`src/rtl/switch_seq_ctrl_if.sv`:
```
// Control/status bundle between the control-register block, the sequencer
// and the simple_tx pulse inputs.
interface switch_seq_ctrl_if #(
  parameter int CNT_WIDTH       = 16,
  parameter int TIMESTAMP_WIDTH = 64
) ();
  logic                       start;
  logic                       abort;
  logic [CNT_WIDTH-1:0]       cfg_rst_delay;
  logic [CNT_WIDTH-1:0]       cfg_on_done_delay;
  logic [CNT_WIDTH-1:0]       cfg_lane_gap;
  logic [CNT_WIDTH-1:0]       cfg_gate_delay;
  logic [7:0]                 cfg_rounds;
  logic [TIMESTAMP_WIDTH-1:0] stamp_counter;

  logic                       ext_rst_count;
  logic                       ext_switch_lane0_on;
  logic                       ext_switch_lane0_done;
  logic                       ext_switch_lane1_on;
  logic                       ext_switch_lane1_done;
  logic                       ext_gate_ctrl;
  logic                       busy;
  logic                       seq_done;
  logic [7:0]                 round_cnt;
  logic [TIMESTAMP_WIDTH-1:0] ts_lane0_on;
  logic [TIMESTAMP_WIDTH-1:0] ts_lane1_done;

  modport master (
    output start, abort, cfg_rst_delay, cfg_on_done_delay, cfg_lane_gap,
           cfg_gate_delay, cfg_rounds, stamp_counter,
    input  ext_rst_count, ext_switch_lane0_on, ext_switch_lane0_done,
           ext_switch_lane1_on, ext_switch_lane1_done, ext_gate_ctrl,
           busy, seq_done, round_cnt, ts_lane0_on, ts_lane1_done
  );

  modport slave (
    input  start, abort, cfg_rst_delay, cfg_on_done_delay, cfg_lane_gap,
           cfg_gate_delay, cfg_rounds, stamp_counter,
    output ext_rst_count, ext_switch_lane0_on, ext_switch_lane0_done,
           ext_switch_lane1_on, ext_switch_lane1_done, ext_gate_ctrl,
           busy, seq_done, round_cnt, ts_lane0_on, ts_lane1_done
  );
endinterface

```
`src/rtl/switch_seq_ctrl.sv`:
```
// Lane-switch / gate pulse sequencer for simple_tx. Emits a fixed pulse
// order with programmable gaps, repeats for cfg_rounds rounds and stamps
// the lane0_on and lane1_done events with the global time counter.
module switch_seq_ctrl #(
  parameter int CNT_WIDTH       = 16,
  parameter int TIMESTAMP_WIDTH = 64
) (
  input  logic              aclk,
  input  logic              aresetn,
  switch_seq_ctrl_if.slave  bus
);

  typedef enum logic [3:0] {
    IDLE, P_RST, W_RST, P_L0ON, W_L0, P_L0DN, W_GAP,
    P_L1ON, W_L1, P_L1DN, W_GATE, P_GATE, W_NEXT
  } state_t;

  localparam logic [CNT_WIDTH-1:0] ONE = CNT_WIDTH'(1);

  state_t                     r_state;
  logic [CNT_WIDTH-1:0]       r_cnt;
  logic [CNT_WIDTH-1:0]       r_rst_dly, r_on_done_dly, r_lane_gap, r_gate_dly;
  logic [7:0]                 r_rounds;
  logic                       r_rst_count, r_l0_on, r_l0_done, r_l1_on, r_l1_done, r_gate;
  logic                       r_busy, r_seq_done;
  logic [7:0]                 r_round_cnt;
  logic [TIMESTAMP_WIDTH-1:0] r_ts_l0_on, r_ts_l1_done;

  state_t                     w_nxt;
  logic                       w_ld;
  logic [CNT_WIDTH-1:0]       w_ld_val;
  logic                       w_fin;
  logic                       w_more;

  // Another round follows if the count after this gate is still below the target.
  assign w_more = ({1'b0, r_round_cnt} + 9'd1) < {1'b0, r_rounds};

  // Next-state decode; each pulse state either enters its wait or, for a
  // zero delay, jumps straight to the following pulse.
  always_comb begin
    w_nxt    = r_state;
    w_ld     = 1'b0;
    w_ld_val = '0;
    w_fin    = 1'b0;
    unique case (r_state)
      IDLE:   if (bus.start) w_nxt = P_RST;
      P_RST:  begin
                w_ld = 1'b1; w_ld_val = r_rst_dly - ONE;
                w_nxt = (r_rst_dly == '0) ? P_L0ON : W_RST;
              end
      W_RST:  if (r_cnt == '0) w_nxt = P_L0ON;
      P_L0ON: begin
                w_ld = 1'b1; w_ld_val = r_on_done_dly - ONE;
                w_nxt = (r_on_done_dly == '0) ? P_L0DN : W_L0;
              end
      W_L0:   if (r_cnt == '0) w_nxt = P_L0DN;
      P_L0DN: begin
                w_ld = 1'b1; w_ld_val = r_lane_gap - ONE;
                w_nxt = (r_lane_gap == '0) ? P_L1ON : W_GAP;
              end
      W_GAP:  if (r_cnt == '0) w_nxt = P_L1ON;
      P_L1ON: begin
                w_ld = 1'b1; w_ld_val = r_on_done_dly - ONE;
                w_nxt = (r_on_done_dly == '0) ? P_L1DN : W_L1;
              end
      W_L1:   if (r_cnt == '0) w_nxt = P_L1DN;
      P_L1DN: begin
                w_ld = 1'b1; w_ld_val = r_gate_dly - ONE;
                w_nxt = (r_gate_dly == '0) ? P_GATE : W_GATE;
              end
      W_GATE: if (r_cnt == '0) w_nxt = P_GATE;
      P_GATE: begin
                if (w_more) begin
                  w_ld = 1'b1; w_ld_val = r_lane_gap - ONE;
                  w_nxt = (r_lane_gap == '0) ? P_L0ON : W_NEXT;
                end else begin
                  w_nxt = IDLE;
                  w_fin = 1'b1;
                end
              end
      W_NEXT: if (r_cnt == '0) w_nxt = P_L0ON;
      default: w_nxt = IDLE;
    endcase
    // abort wins everywhere, including over start in IDLE
    if (bus.abort) begin
      w_nxt = IDLE;
      w_ld  = 1'b0;
      w_fin = 1'b0;
    end
  end

  // State, wait counter, config latch and registered outputs.
  always_ff @(posedge aclk) begin
    if (!aresetn) begin
      r_state       <= IDLE;
      r_cnt         <= '0;
      r_rst_dly     <= '0;
      r_on_done_dly <= '0;
      r_lane_gap    <= '0;
      r_gate_dly    <= '0;
      r_rounds      <= '0;
      r_rst_count   <= 1'b0;
      r_l0_on       <= 1'b0;
      r_l0_done     <= 1'b0;
      r_l1_on       <= 1'b0;
      r_l1_done     <= 1'b0;
      r_gate        <= 1'b0;
      r_busy        <= 1'b0;
      r_seq_done    <= 1'b0;
      r_round_cnt   <= '0;
      r_ts_l0_on    <= '0;
      r_ts_l1_done  <= '0;
    end else begin
      r_state <= w_nxt;
      if (w_ld)              r_cnt <= w_ld_val;
      else if (r_cnt != '0)  r_cnt <= r_cnt - ONE;

      r_rst_count <= (w_nxt == P_RST);
      r_l0_on     <= (w_nxt == P_L0ON);
      r_l0_done   <= (w_nxt == P_L0DN);
      r_l1_on     <= (w_nxt == P_L1ON);
      r_l1_done   <= (w_nxt == P_L1DN);
      r_gate      <= (w_nxt == P_GATE);
      r_busy      <= (w_nxt != IDLE);
      r_seq_done  <= w_fin;

      if (r_state == IDLE && w_nxt == P_RST) begin
        r_rst_dly     <= bus.cfg_rst_delay;
        r_on_done_dly <= bus.cfg_on_done_delay;
        r_lane_gap    <= bus.cfg_lane_gap;
        r_gate_dly    <= bus.cfg_gate_delay;
        r_rounds      <= (bus.cfg_rounds == '0) ? 8'd1 : bus.cfg_rounds;
        r_round_cnt   <= '0;
      end else if (r_state == P_GATE && !bus.abort) begin
        r_round_cnt   <= r_round_cnt + 8'd1;
      end

      if (w_nxt == P_L0ON) r_ts_l0_on   <= bus.stamp_counter;
      if (w_nxt == P_L1DN) r_ts_l1_done <= bus.stamp_counter;
    end
  end

  assign bus.ext_rst_count         = r_rst_count;
  assign bus.ext_switch_lane0_on   = r_l0_on;
  assign bus.ext_switch_lane0_done = r_l0_done;
  assign bus.ext_switch_lane1_on   = r_l1_on;
  assign bus.ext_switch_lane1_done = r_l1_done;
  assign bus.ext_gate_ctrl         = r_gate;
  assign bus.busy                  = r_busy;
  assign bus.seq_done              = r_seq_done;
  assign bus.round_cnt             = r_round_cnt;
  assign bus.ts_lane0_on           = r_ts_l0_on;
  assign bus.ts_lane1_done         = r_ts_l1_done;

endmodule

```
`src/flat_wrapper.sv`:
```
// flat-port wrapper written by rule: the top's interface ports become plain ports
module switch_seq_ctrl_flat 
#(
  parameter int CNT_WIDTH       = 16,
  parameter int TIMESTAMP_WIDTH = 64
)
  (aclk, aresetn, bus_start, bus_abort, bus_cfg_rst_delay, bus_cfg_on_done_delay, bus_cfg_lane_gap, bus_cfg_gate_delay, bus_cfg_rounds, bus_stamp_counter, bus_ext_rst_count, bus_ext_switch_lane0_on, bus_ext_switch_lane0_done, bus_ext_switch_lane1_on, bus_ext_switch_lane1_done, bus_ext_gate_ctrl, bus_busy, bus_seq_done, bus_round_cnt, bus_ts_lane0_on, bus_ts_lane1_done);
  switch_seq_ctrl_if #(.CNT_WIDTH(CNT_WIDTH), .TIMESTAMP_WIDTH(TIMESTAMP_WIDTH)) bus_i ();
  input  logic aclk;
  input  logic aresetn;
  input wire logic [$bits(bus_i.start)-1:0] bus_start;
  input wire logic [$bits(bus_i.abort)-1:0] bus_abort;
  input wire logic [$bits(bus_i.cfg_rst_delay)-1:0] bus_cfg_rst_delay;
  input wire logic [$bits(bus_i.cfg_on_done_delay)-1:0] bus_cfg_on_done_delay;
  input wire logic [$bits(bus_i.cfg_lane_gap)-1:0] bus_cfg_lane_gap;
  input wire logic [$bits(bus_i.cfg_gate_delay)-1:0] bus_cfg_gate_delay;
  input wire logic [$bits(bus_i.cfg_rounds)-1:0] bus_cfg_rounds;
  input wire logic [$bits(bus_i.stamp_counter)-1:0] bus_stamp_counter;
  output wire logic [$bits(bus_i.ext_rst_count)-1:0] bus_ext_rst_count;
  output wire logic [$bits(bus_i.ext_switch_lane0_on)-1:0] bus_ext_switch_lane0_on;
  output wire logic [$bits(bus_i.ext_switch_lane0_done)-1:0] bus_ext_switch_lane0_done;
  output wire logic [$bits(bus_i.ext_switch_lane1_on)-1:0] bus_ext_switch_lane1_on;
  output wire logic [$bits(bus_i.ext_switch_lane1_done)-1:0] bus_ext_switch_lane1_done;
  output wire logic [$bits(bus_i.ext_gate_ctrl)-1:0] bus_ext_gate_ctrl;
  output wire logic [$bits(bus_i.busy)-1:0] bus_busy;
  output wire logic [$bits(bus_i.seq_done)-1:0] bus_seq_done;
  output wire logic [$bits(bus_i.round_cnt)-1:0] bus_round_cnt;
  output wire logic [$bits(bus_i.ts_lane0_on)-1:0] bus_ts_lane0_on;
  output wire logic [$bits(bus_i.ts_lane1_done)-1:0] bus_ts_lane1_done;
  assign bus_i.start = bus_start;
  assign bus_i.abort = bus_abort;
  assign bus_i.cfg_rst_delay = bus_cfg_rst_delay;
  assign bus_i.cfg_on_done_delay = bus_cfg_on_done_delay;
  assign bus_i.cfg_lane_gap = bus_cfg_lane_gap;
  assign bus_i.cfg_gate_delay = bus_cfg_gate_delay;
  assign bus_i.cfg_rounds = bus_cfg_rounds;
  assign bus_i.stamp_counter = bus_stamp_counter;
  assign bus_ext_rst_count = bus_i.ext_rst_count;
  assign bus_ext_switch_lane0_on = bus_i.ext_switch_lane0_on;
  assign bus_ext_switch_lane0_done = bus_i.ext_switch_lane0_done;
  assign bus_ext_switch_lane1_on = bus_i.ext_switch_lane1_on;
  assign bus_ext_switch_lane1_done = bus_i.ext_switch_lane1_done;
  assign bus_ext_gate_ctrl = bus_i.ext_gate_ctrl;
  assign bus_busy = bus_i.busy;
  assign bus_seq_done = bus_i.seq_done;
  assign bus_round_cnt = bus_i.round_cnt;
  assign bus_ts_lane0_on = bus_i.ts_lane0_on;
  assign bus_ts_lane1_done = bus_i.ts_lane1_done;
  switch_seq_ctrl #(.CNT_WIDTH(CNT_WIDTH), .TIMESTAMP_WIDTH(TIMESTAMP_WIDTH)) u_core (.aclk(aclk), .aresetn(aresetn), .bus(bus_i));
endmodule
```
`config.mk`:
```
export PLATFORM = sky130hd
export DESIGN_NAME = switch_seq_ctrl_flat
export DESIGN_NICKNAME = d
export VERILOG_FILES = /design/src/rtl/switch_seq_ctrl_if.sv /design/src/rtl/switch_seq_ctrl.sv /design/src/flat_wrapper.sv
export SDC_FILE = /design/constraint.sdc
export NUM_CORES = 1
export LEC_CHECK = 0
export CORE_MARGIN = 3
export CORE_UTILIZATION = 49
export DETAILED_ROUTE_END_ITERATION = 10
export PLACE_DENSITY = 0.82
export SYNTH_ARGS = -nofsm -noshare
export SYNTH_HDL_FRONTEND = slang
export SYNTH_SLANG_ARGS = --single-unit
```
`constraint.sdc`:
```
create_clock -name aclk -period 5 [get_ports aclk]
set_clock_uncertainty 0.05 [all_clocks]
set_input_delay 0.5 -clock aclk [delete_from_list [all_inputs] [get_ports aclk]]
set_output_delay 0.5 -clock aclk [all_outputs]
set_load 0.03 [all_outputs]
```
==> results.cfg <==
[clock_tree]
postCtsSetupRepairBufs = 0
cts_tree = built
clk_latency_ps = 520
cts.path.max_buffers = 3
clockRootBuffer = clkbuf_16
htreeDepth = 1
cts_resized = 0
clock_sinks = 236
clk_pin_slew_ps = 60
ctsHoldBuffers = 0
cts_buffers = 26

[timing]
grt_setup_unrepaired = false
drv_slew = 0
finalSetupTns_ps = 0
holdWs_ps = 403.9
relSlewSlack_pct = 21.54
post-route-period-util_pct = 88.92
tightest_slew_ps = 1177
period_needed_ps = 4446
clock.fmax_mhz = 224.9
hold_violations = 0
setup_viol_count_final = 0

[outcome]
status = finished, final reports clean

[grt]
grt_max_degree = 196
grt_pass1_wl_um = 50540
groute.usage.overall_pct = 25.72
grt_pass1_vias = 9659
grt_overflow = 0
antenna_found_initial = 0

[worst_setup_path]
slowest_stage = nor4_1
end_kind = register
max_stage_delay_ps = 730
cp.required_ps = 5340
crit_fanout = 146
cp-start-kind = register
path_class = register to register
crit_arrival_ps = 4780
path_cells = ha_1, and3_1, nand3_1, xnor2_1, ha_1, a21o_1, a2bb2oi_1, o211ai_1, o31a_1, nor4_1, o211ai_1, buf_12, nand3_1, o21ai_2

[placement]
io_buffers = 283
place_hpwl_um = 22140
gp_congestion = 0.9272
dpl_cell_area_mm2 = 0.01349

[floorplan]
die_h_um = 153.6
die_width_um = 153.6
initial_core_util_pct = 50.33
fp-row-count = 53
io_pins = 284
dieArea_mm2 = 0.02360
coreArea_mm2 = 0.02122

[yosys]
synth_most_common_cell = dfxtp_1
synth_edf_count = 0
yosys_warnings = 0
ys_seq_area_share_pct = 44.24
synthXorXnorAreaFrac_pct = 4.100
netlist_instances = 1300
synth-seq-cells = 236
syn_area_per_cell_um2 = 8.216
ys_top_cells_by_area = dfxtp_1 44%, nand2_1 7.2%, nand3_1 6.0%
synthFlopType = dfxtp_1
synth_common_cells = 236 x dfxtp_1, 204 x nand2_1, 128 x nand3_1
synth_top_family_by_area = simple AND/OR/NAND/NOR gates
synth.top_cell.area_share_pct = 44.24
synthArstFlopShare_pct = 0
synth_compound_area_share_pct = 16.40
synth-simple-area-share_pct = 24.81
synth_fa_ha_area_share_pct = 1.289
synthesis.nets = 1451
synth.cell_area_mm2 = 0.01068
synth_cell_type_count = 69
yosys-mux-area-fraction_pct = 3.561
yosys.area.top_type = dfxtp_1

[cells_and_area]
finalNetCount = 1673
areaGrowthSynthToFinish_pct = 35.33
fill_cells = 1722
fin_area_mm2 = 0.01445
n_antenna_cell = 0
drive_above_1_share_pct = 8.241

[power]
peakVddDrop_mv = 0.2646
p_leak_nw = 5.545
powerDensity_mw_per_mm2 = 356.1

[route]
drt_pre_antenna_iters = 8
final_antenna_net_count = 0
vias_per_cell = 5.506
via_count = 9999
wl_per_cell_um = 17.34
drc = 0
drt_iter0_drc = 591
wl_um = 31500

[job]
drv_cap = 0

[hold_path]
hp-class = register to register
## sequential cells by signal (all words and copies together) (netlist names), 8 cells and up
| register | count |
|---|---|
| u_core.r_cnt | 16 |
| u_core.r_rst_dly | 16 |
| u_core.r_on_done_dly | 16 |
| u_core.r_rounds | 8 |
| u_core.r_gate_dly | 16 |
| u_core.bus.ts_lane1_done | 64 |
| u_core.bus.round_cnt | 8 |
| u_core.r_lane_gap | 16 |
| u_core.bus.ts_lane0_on | 64 |
## logic make-up (layout without fill, tap and decap cells)
group,Yosys count,after routing
AND/OR/NAND/NOR,565,565
multiplexers,38,38
flip-flops,236,236
buffers and inverters,121,362
adder cells (fa/ha/maj),11,11
AO/OA/AOI/OAI,279,279
XOR/XNOR,50,50
## final cells by class
class,instances,area [um^2],area share (%)
flip-flops and latches,236,4725,32.69
multi-input cells,943,5379,37.21
repair buffers,293,2963,20.50
clock inverters,10,187.7,1.298
clock buffers,37,773.2,5.350
inverters,22,82.58,0.5713
well taps,275,344.1,2.381
## power breakdown
part / switching [W] / leakage, nW / internal, W
Sequential: 0.000108 / 1.91 / 0.00199
Clock: 0.000772 / 0.465 / 0.00133
Combinational: 0.000506 / 3.17 / 0.000439
Total: 0.00139 / 5.54 / 0.00376
## final timing paths
path,startpoint,endpoint,slack [ps],depth (start not counted)
max,u_core.bus.round_cnt[0],u_core.r_lane_gap[0],550,14
min,u_core.bus.ts_lane0_on[59],u_core.bus.ts_lane0_on[59],400,2
max reg2reg,u_core.bus.round_cnt[0],u_core.r_lane_gap[0],550,14
min reg2reg,u_core.bus.ts_lane0_on[59],u_core.bus.ts_lane0_on[59],400,2
## worst max-delay path, delay by kind of cell (launching register included)
family	cells	cell delay, ps
simple gates	4	1360
compound gates	6	1340
fa+ha+maj	2	530
flops	1	420
buf+inv	1	280
xor+xnor	1	170
## layout by cell type, fill, tap and decap left out, types with 27 or more instances in the layout
| cell | netlist | final |
|---|---|---|
| dfxtp_1 | 236 | 236 |
| nand3_1 | 128 | 128 |
| a21oi_1 | 41 | 41 |
| nor3_1 | 29 | 29 |
| nand2_1 | 204 | 204 |
| mux2i_1 | 38 | 38 |
| o21ai_0 | 103 | 103 |
| nor2_1 | 118 | 118 |
| clkdlybuf4s50_1 | 0 | 282 |
| xnor2_1 | 31 | 31 |
| o21ai_2 | 30 | 30 |
| clkbuf_16 | 0 | 27 |
## metal layers
layer	vias up	wire (um)	global-route usage, %
met5	-	0	0
met4	0	1096	7.948
met3	72	2361	6.558
met2	331	15040	42.70
met1	4635	13000	33.10
li1	4961	-	-
## stage by stage
stage | instances | worst slack (ps) | util [%] | total power [W]
floorplan | 1300 | 1187 | - | 0.002768
global placement | 1769 | 927.8 | 63.58 | 0.003029
detailed placement | 1769 | 764.9 | 63.58 | 0.003054
CTS | 1816 | 684.4 | 68.11 | 0.005162
global route | 1816 | 213.0 | 68.11 | 0.005365
finish | 1816 | 554.0 | 68.11 | 0.005146
(Power assumes the default switching activity.)
